[config.mk]
export PLATFORM = sky130hd
export DESIGN_NAME = trdb_stream_arbiter
export DESIGN_NICKNAME = d
export VERILOG_FILES = /design/src/rtl/trdb_stream_arbiter.sv
export SDC_FILE = /design/constraint.sdc
export NUM_CORES = 1
export LEC_CHECK = 0
export CAP_MARGIN = 20
export CORE_ASPECT_RATIO = 0.75
export CORE_MARGIN = 10
export CORE_UTILIZATION = 35
export DETAILED_ROUTE_END_ITERATION = 6
export PLACE_DENSITY = 0.63
export SYNTH_ARGS = -nofsm -noshare
export SYNTH_HDL_FRONTEND = slang
export SYNTH_SLANG_ARGS = --single-unit
export TNS_END_PERCENT = 50
[constraint.sdc]
create_clock -name clk_i -period 4.65 [get_ports clk_i]
set_input_delay 1.1625 -clock clk_i [delete_from_list [all_inputs] [get_ports clk_i]]
set_output_delay 1.1625 -clock clk_i [all_outputs]
set_load 0.05 [all_outputs]
[src/rtl/trdb_stream_arbiter.sv]
// Merges NSRC non-backpressured trace word streams into one valid/ready stream
// via per-source FIFOs and a round-robin output stage. Build option: TRDB_ARB_OVERFLOW_MARKER_EN.
module trdb_stream_arbiter #(
  parameter int unsigned NSRC       = 4,
  parameter int unsigned XLEN       = 32,
  parameter int unsigned FIFO_DEPTH = 4,
  localparam int unsigned SRCW      = (NSRC > 1) ? $clog2(NSRC) : 1
) (
  input  logic                 clk_i,
  input  logic                 rst_ni,
  input  logic [NSRC*XLEN-1:0] src_word_i,
  input  logic [NSRC-1:0]      src_valid_i,
  output logic [XLEN-1:0]      out_word_o,
  output logic [SRCW-1:0]      out_src_o,
  output logic                 out_valid_o,
  input  logic                 out_ready_i,
  output logic [NSRC-1:0]      overflow_o,
  input  logic                 clear_i
);

  localparam int unsigned AW = $clog2(FIFO_DEPTH);

  logic [XLEN-1:0] r_mem    [NSRC][FIFO_DEPTH];
  logic [AW:0]     r_wr_ptr [NSRC];
  logic [AW:0]     r_rd_ptr [NSRC];
  logic [NSRC-1:0] r_overflow;
  logic            r_out_valid;
  logic [XLEN-1:0] r_out_word;
  logic [SRCW-1:0] r_out_src;
  logic [SRCW-1:0] r_rr;

  logic [NSRC-1:0] w_empty, w_full, w_push, w_pop, w_drop;
  logic [XLEN-1:0] w_push_word [NSRC];
  logic [SRCW-1:0] w_grant, w_idx;
  logic            w_any, w_load, w_space;

`ifdef TRDB_ARB_OVERFLOW_MARKER_EN
  logic [NSRC-1:0] r_pending;
  logic [NSRC-1:0] w_arm;
`endif

  // Pointers carry one extra wrap bit so full and empty are distinguishable.
  always_comb begin
    w_empty = '0;
    w_full  = '0;
    for (int i = 0; i < NSRC; i++) begin
      w_empty[i] = (r_wr_ptr[i] == r_rd_ptr[i]);
      w_full[i]  = (r_wr_ptr[i][AW] != r_rd_ptr[i][AW]) &&
                   (r_wr_ptr[i][AW-1:0] == r_rd_ptr[i][AW-1:0]);
    end
  end

  // NOTE: combinational blocks assign a default first so no path leaves a
  // signal unassigned, which would infer a latch.
  always_comb begin
    w_load  = !r_out_valid || out_ready_i;
    w_any   = |(~w_empty);
    w_grant = '0;
    w_idx   = '0;
    // Scanning downward lets the lowest offset from r_rr win the final write.
    for (int k = NSRC - 1; k >= 0; k--) begin
      w_idx = SRCW'((int'(r_rr) + k) % int'(NSRC));
      if (!w_empty[w_idx]) w_grant = w_idx;
    end
    w_pop = '0;
    if (w_load && w_any) w_pop[w_grant] = 1'b1;
  end

  always_comb begin
    w_push  = '0;
    w_drop  = '0;
    w_space = 1'b0;
`ifdef TRDB_ARB_OVERFLOW_MARKER_EN
    w_arm   = '0;
`endif
    for (int i = 0; i < NSRC; i++) begin
      w_push_word[i] = src_word_i[i*XLEN +: XLEN];
      w_space        = !w_full[i] || w_pop[i];
`ifdef TRDB_ARB_OVERFLOW_MARKER_EN
      // A pending marker takes the first free slot ahead of any live word.
      w_push[i] = w_space && (src_valid_i[i] || r_pending[i]);
      w_drop[i] = src_valid_i[i] && (!w_space || r_pending[i]);
      w_arm[i]  = src_valid_i[i] && !w_space;
      if (r_pending[i]) w_push_word[i] = {{(XLEN-8){1'b1}}, 8'(i)};
`else
      w_push[i] = w_space && src_valid_i[i];
      w_drop[i] = src_valid_i[i] && !w_space;
`endif
    end
  end

  // NOTE: the FIFO storage is deliberately not reset; the pointers alone define
  // which entries are valid, so clearing the array would only cost logic.
  always_ff @(posedge clk_i) begin
    for (int i = 0; i < NSRC; i++) begin
      if (w_push[i]) r_mem[i][r_wr_ptr[i][AW-1:0]] <= w_push_word[i];
    end
  end

  // NOTE: sequential state uses non-blocking assignments so every register
  // samples the pre-edge values regardless of statement order.
  always_ff @(posedge clk_i) begin
    if (!rst_ni) begin
      for (int i = 0; i < NSRC; i++) begin
        r_wr_ptr[i] <= '0;
        r_rd_ptr[i] <= '0;
      end
      r_overflow  <= '0;
      r_out_valid <= 1'b0;
      r_out_word  <= '0;
      r_out_src   <= '0;
      r_rr        <= '0;
`ifdef TRDB_ARB_OVERFLOW_MARKER_EN
      r_pending   <= '0;
`endif
    end else begin
      for (int i = 0; i < NSRC; i++) begin
        if (w_push[i]) r_wr_ptr[i] <= r_wr_ptr[i] + 1'b1;
        if (w_pop[i])  r_rd_ptr[i] <= r_rd_ptr[i] + 1'b1;
      end
      // A drop in the same cycle as clear_i still leaves the flag set.
      r_overflow <= (r_overflow & ~{NSRC{clear_i}}) | w_drop;
`ifdef TRDB_ARB_OVERFLOW_MARKER_EN
      r_pending  <= (r_pending & ~{NSRC{clear_i}} & ~w_push) | w_arm;
`endif
      if (w_load) begin
        r_out_valid <= w_any;
        if (w_any) begin
          r_out_word <= r_mem[w_grant][r_rd_ptr[w_grant][AW-1:0]];
          r_out_src  <= w_grant;
          r_rr       <= (w_grant == SRCW'(NSRC - 1)) ? '0 : w_grant + 1'b1;
        end
      end
    end
  end

  assign out_word_o  = r_out_word;
  assign out_src_o   = r_out_src;
  assign out_valid_o = r_out_valid;
  assign overflow_o  = r_overflow;

endmodule

# [After elaboration in Yosys (flattened, before gate mapping)]
# Memories as Yosys holds them, arrays and structs flattened.
# Index checks and enable logic that the tools add are counted.
[word_totals] regBits=41 ram_bits=536 out_inout_bits=39 memories=3
[op_classes] add_sub_neg=12 magnitude_cmp=15 eq_ne=13 muxes=64 bitwise=17 reduce_logical=34
[memory_table] memory="r_mem" words=4 word_bits=128 rd=1 rd_clocked_by_memory_dff=0 wr=4 line="23" source="logic [XLEN-1:0] r_mem [NSRC][FIFO_DEPTH];"
[memory_table] memory="r_rd_ptr" words=4 word_bits=3 rd=5 rd_clocked_by_memory_dff=0 wr=4 line="25" source="logic [AW:0] r_rd_ptr [NSRC];"
[memory_table] memory="r_wr_ptr" words=4 word_bits=3 rd=4 rd_clocked_by_memory_dff=0 wr=4 line="24" source="logic [AW:0] r_wr_ptr [NSRC];"
[op_table] operator="128-bit 2-to-1 mux" n=4
[op_table] operator="32-bit demux with 2-bit select" n=4
[op_table] operator="32-bit 2-to-1 mux" n=6
[op_table] operator="32-bit binary-select mux with 2-bit select" n=1
[op_table] operator="1-bit 2-to-1 mux" n=30
[op_table] operator="3-bit by 1-bit adder with 3-bit output, second input constant" n=8
[op_table] operator="3-bit 2-to-1 mux" n=8
[op_table] operator="1-bit logical AND" n=18
[op_table] operator="3-bit >= comparator, second input constant" n=5
[op_table] operator="2-bit by 3-bit less-than comparator with 1-bit output, second input constant" n=5
[op_table] operator="2-bit NOT with 3-bit output" n=5
[op_table] operator="3-bit == test" n=4
[op_table] operator="3-bit by 1-bit less-than comparator with 1-bit output, second input constant" n=4
[op_table] operator="2-bit 2-to-1 mux" n=5
[op_table] operator="1-bit zero test" n=9
[op_table] operator="1-bit binary-select mux with 2-bit select" n=4
[op_table] operator="2-bit == test" n=4
[op_table] operator="4-bit NOT" n=2
[op_table] operator="1-bit bitwise OR" n=8
[op_table] operator="1-bit logical OR" n=5
[op_table] operator="2-bit by 1-bit adder with 2-bit output, second input constant" n=2
[op_table] operator="2-bit adder, second input constant" n=2
[op_table] operator="4-bit AND" n=1
[op_table] operator="4-bit 2-to-1 mux" n=1
[op_table] operator="7 further kinds" n=10

# [Logic depth before layout (Yosys ltp)]
[depth] word_depth=18 ltp_mapped=12 ltp_nobuf=9

# [Least setup slack after synthesis]
# Ideal clock, no wire load.
[synth_timing] kind="register -> register" start="memory r_wr_ptr[3][0] (netlist name)" end="memory r_mem[0][0] (netlist name), enable pin" setup_time_ns=0.392 arrival_ns=2.993 t_required_ns=4.258 slack_ns=1.265 stages_incl_launch_ff=10 n_path_buf=2 period_less_slack_ns=3.385 cell_sequence="edfxtp_1 -> xor2_1 -> nor3_1 -> a21bo_2 -> o211a_1 -> buf_2 -> buf_2 -> nor3_1 -> o31a_1 -> and2_1"
[synth_lines] element="from (decl)" line="24"
[synth_lines] element="to (decl)" line="23"

==> out/metrics.cfg <==
[run_status]
status=complete, no violations

[place]
place_congestion=0.826
io_buffers=174
hpwl_mm=43.3

[sta]
period_share_pct=82.6
worstMarginPinSlew_ns=1.16
finClkSkew_ns=0.0142
tns_ns=0
min_period_ns=3.84
max_freq_ghz=0.260
relSlewSlack_pct=22.8
rsz0062_at_grt=false
finalSetupViolations=0
hold_viol=0
drv_slew=0
fin_hold_ws_ns=0.486

[logic_synthesis]
syn_area_per_cell_um2=14.6
yosysTopAreaCell=edfxtp_1
synth-async-reset-ratio_pct=0
synth_area_um2=23100
synthDistinctLibCells=44
synth_area_leaders=edfxtp_1, nand3_1, dfxtp_1, a31oi_1, mux2i_1
synth_edf_count=536
postSynthCellCount=1582
synthFlopType=edfxtp_1
ys_warn_count=0
synth_top_area_share_pct=69.8
yosysSeqAreaShare_pct=73.4
synth.ff_latch_count=577
synth_nets=1738

[clocking]
cts_buffers=54
clockRootBuffer=clkbuf_16
tritoncts=built
clk_path_buf_depth=3
clkTransAtPathRegs_ns=0.06
cts_setup_buffers=0
clk_latency_ns=0.59
clock_sinks=577
hold_buffers=0
ctsResizeCount=0
ctsHtreeMaxLevel=2

[route]
routed_wirelength_mm=67.2
drt_iter0_markers=1585
vias=14700
ant_nets=0
drcViolationCount=0
firstDrtPassIters=7
vias_per_cell=5.55
wl_per_cell_um=25.3

[global_route]
gr-total-overflow=0
antenna_found_initial=1
grt_pass1_vias=14400
grt_max_degree=180
grt_pass1_wl_mm=97.2
grtUsageTotal_pct=16.8

[final_layout]
areaGrowthSynthToFinish_pct=20.5
nNetsFinal=1890
final_cell_mix=edfxtp_1, clkdlybuf4s50_1, nand3_1
n_fill_cell=5851
layout.cells.most_common=edfxtp_1
layout-drive-gt1-share_pct=10.3

[floorplanning]
die_h_um=242
pin_count=175
rows=81
start_util_pct=35.3
die_area_um2=76700
die_x_um=316
fp.coreArea_um2=65300

[critical_path]
max_stage_delay_ns=0.67
crit_required_ns=5.11
start_kind=flop
crit_family=multiplexers
path_cells=xnor2_1 > nand3_1 > a32oi_1 > o211a_4 > mux2i_1 > mux2_4 > buf_4 > a221oi_1 > o21ai_0 > nand3_1
cp_common_cell=nand3_1
cpMaxStageDelayCell=mux2_4
critPathCaptureType=flop
crit_fanout=34
crit_buf_inv=1
critPathKind=reg -> reg
worstPathArrival_ns=4.30

[power]
ir_worst_vdd_mv=0.725
power.density_nw_per_um2=747
leakage_nw=9.46

[worst_hold_path]
hold_path_class=reg -> reg

[job]
maxCapViolCount=0

==> report_power, final <==
group | leakage (nW) | switching [mW] | internal, mW
sequential | 5.29 | 0.303 | 6.54
combinational | 3.28 | 6.34 | 3.01
clock | 0.894 | 1.89 | 2.66
==> layer usage <==
metal / share of wire (%) / GRT usage, % / up-vias
met5: 0 / 0 / -
met4: 1.3 / 3.08 / 0
met3: 9.9 / 3.78 / 67
met2: 46 / 26.2 / 737
met1: 43 / 24.0 / 7425
li1: - / - / 6486
==> tightest hold or removal path, cell delays in order, from the launching register on <==
cell and delay [ns]:
dfxtp_1 0.32, nand2_1 0.06, nand3_1 0.06
==> worst paths after layout <==
| path | slack [ns] | to | depth (start not counted) | from |
|---|---|---|---|---|
| max | 0.81 | out_word_o[22] | 10 | r_rd_ptr[0][0] |
| max reg2reg | 0.81 | out_word_o[22] | 10 | r_rd_ptr[0][0] |
| min reg2reg | 0.49 | out_word_o[16] | 2 | out_word_o[16] |
| min | 0.49 | out_word_o[16] | 2 | out_word_o[16] |
==> sequential cells by signal, indices dropped and copies added (netlist names) <==
signal	count
r_mem	512
out_word_o	32
r_rd_ptr	12
r_wr_ptr	12
overflow_o	4
out_src_o	2
r_rr	2
out_valid_o	1
==> final cells by class <==
cell class                      instances  area (µm²)  area share, %
Multi-Input combinational cell        870        5660           20.4
Clock buffer                           68        1460           5.24
Inverter                               15        56.3          0.203
Antenna cell                            1        2.50        0.00901
Sequential cell                       577       16900           60.9
Timing Repair Buffer                  216        2240           8.06
Tap cell                              871        1090           3.92
Clock inverter                         33         363           1.31
==> synthesized netlist by cell type (8+ instances only) <==
| master | n |
|---|---|
| nor2_1 | 25 |
| and3_1 | 74 |
| mux2i_1 | 69 |
| clkbuf_1 | 87 |
| nand2_1 | 110 |
| buf_2 | 25 |
| nor2b_1 | 8 |
| a31oi_1 | 130 |
| edfxtp_1 | 536 |
| o21ai_1 | 60 |
| nand2b_1 | 9 |
| xnor2_1 | 12 |
| ha_1 | 20 |
| dfxtp_1 | 41 |
| a221oi_2 | 28 |
| a21oi_1 | 67 |
| nand3_1 | 166 |
| a221oi_1 | 36 |
| inv_1 | 15 |
| and2_1 | 15 |
==> through the flow <==
stage / power [mW] / setup slack, ns / utilization, % / instances / cell area (µm²)
final: 20.7 / 0.808 / 42.6 / 2651 / 27800
after detailed placement: 16.2 / 0.661 / 39.7 / 2548 / 25900
after CTS: 20.7 / 0.850 / 42.5 / 2649 / 27700
after global routing: 21.8 / 0.608 / 42.6 / 2651 / 27800
after global placement: 16.1 / 0.718 / 39.7 / 2548 / 25900
after floorplan: 13.5 / 1.26 / - / 1582 / 23100
==> cells by family (layout without fill, tap and decap cells) <==
logic type / Yosys count / after routing / synth area share (%)
xor+xnor: 20 / 20 / 0.825
fa+ha+maj: 20 / 20 / 1.09
compound gates: 340 / 340 / 10.1
simple gates: 418 / 418 / 8.97
mux: 72 / 72 / 3.15
flops: 577 / 577 / 73.4
buf+inv: 135 / 332 / 2.46
other cells: 0 / 1 / 0
Note: power is estimated with default switching activity, not from simulation.
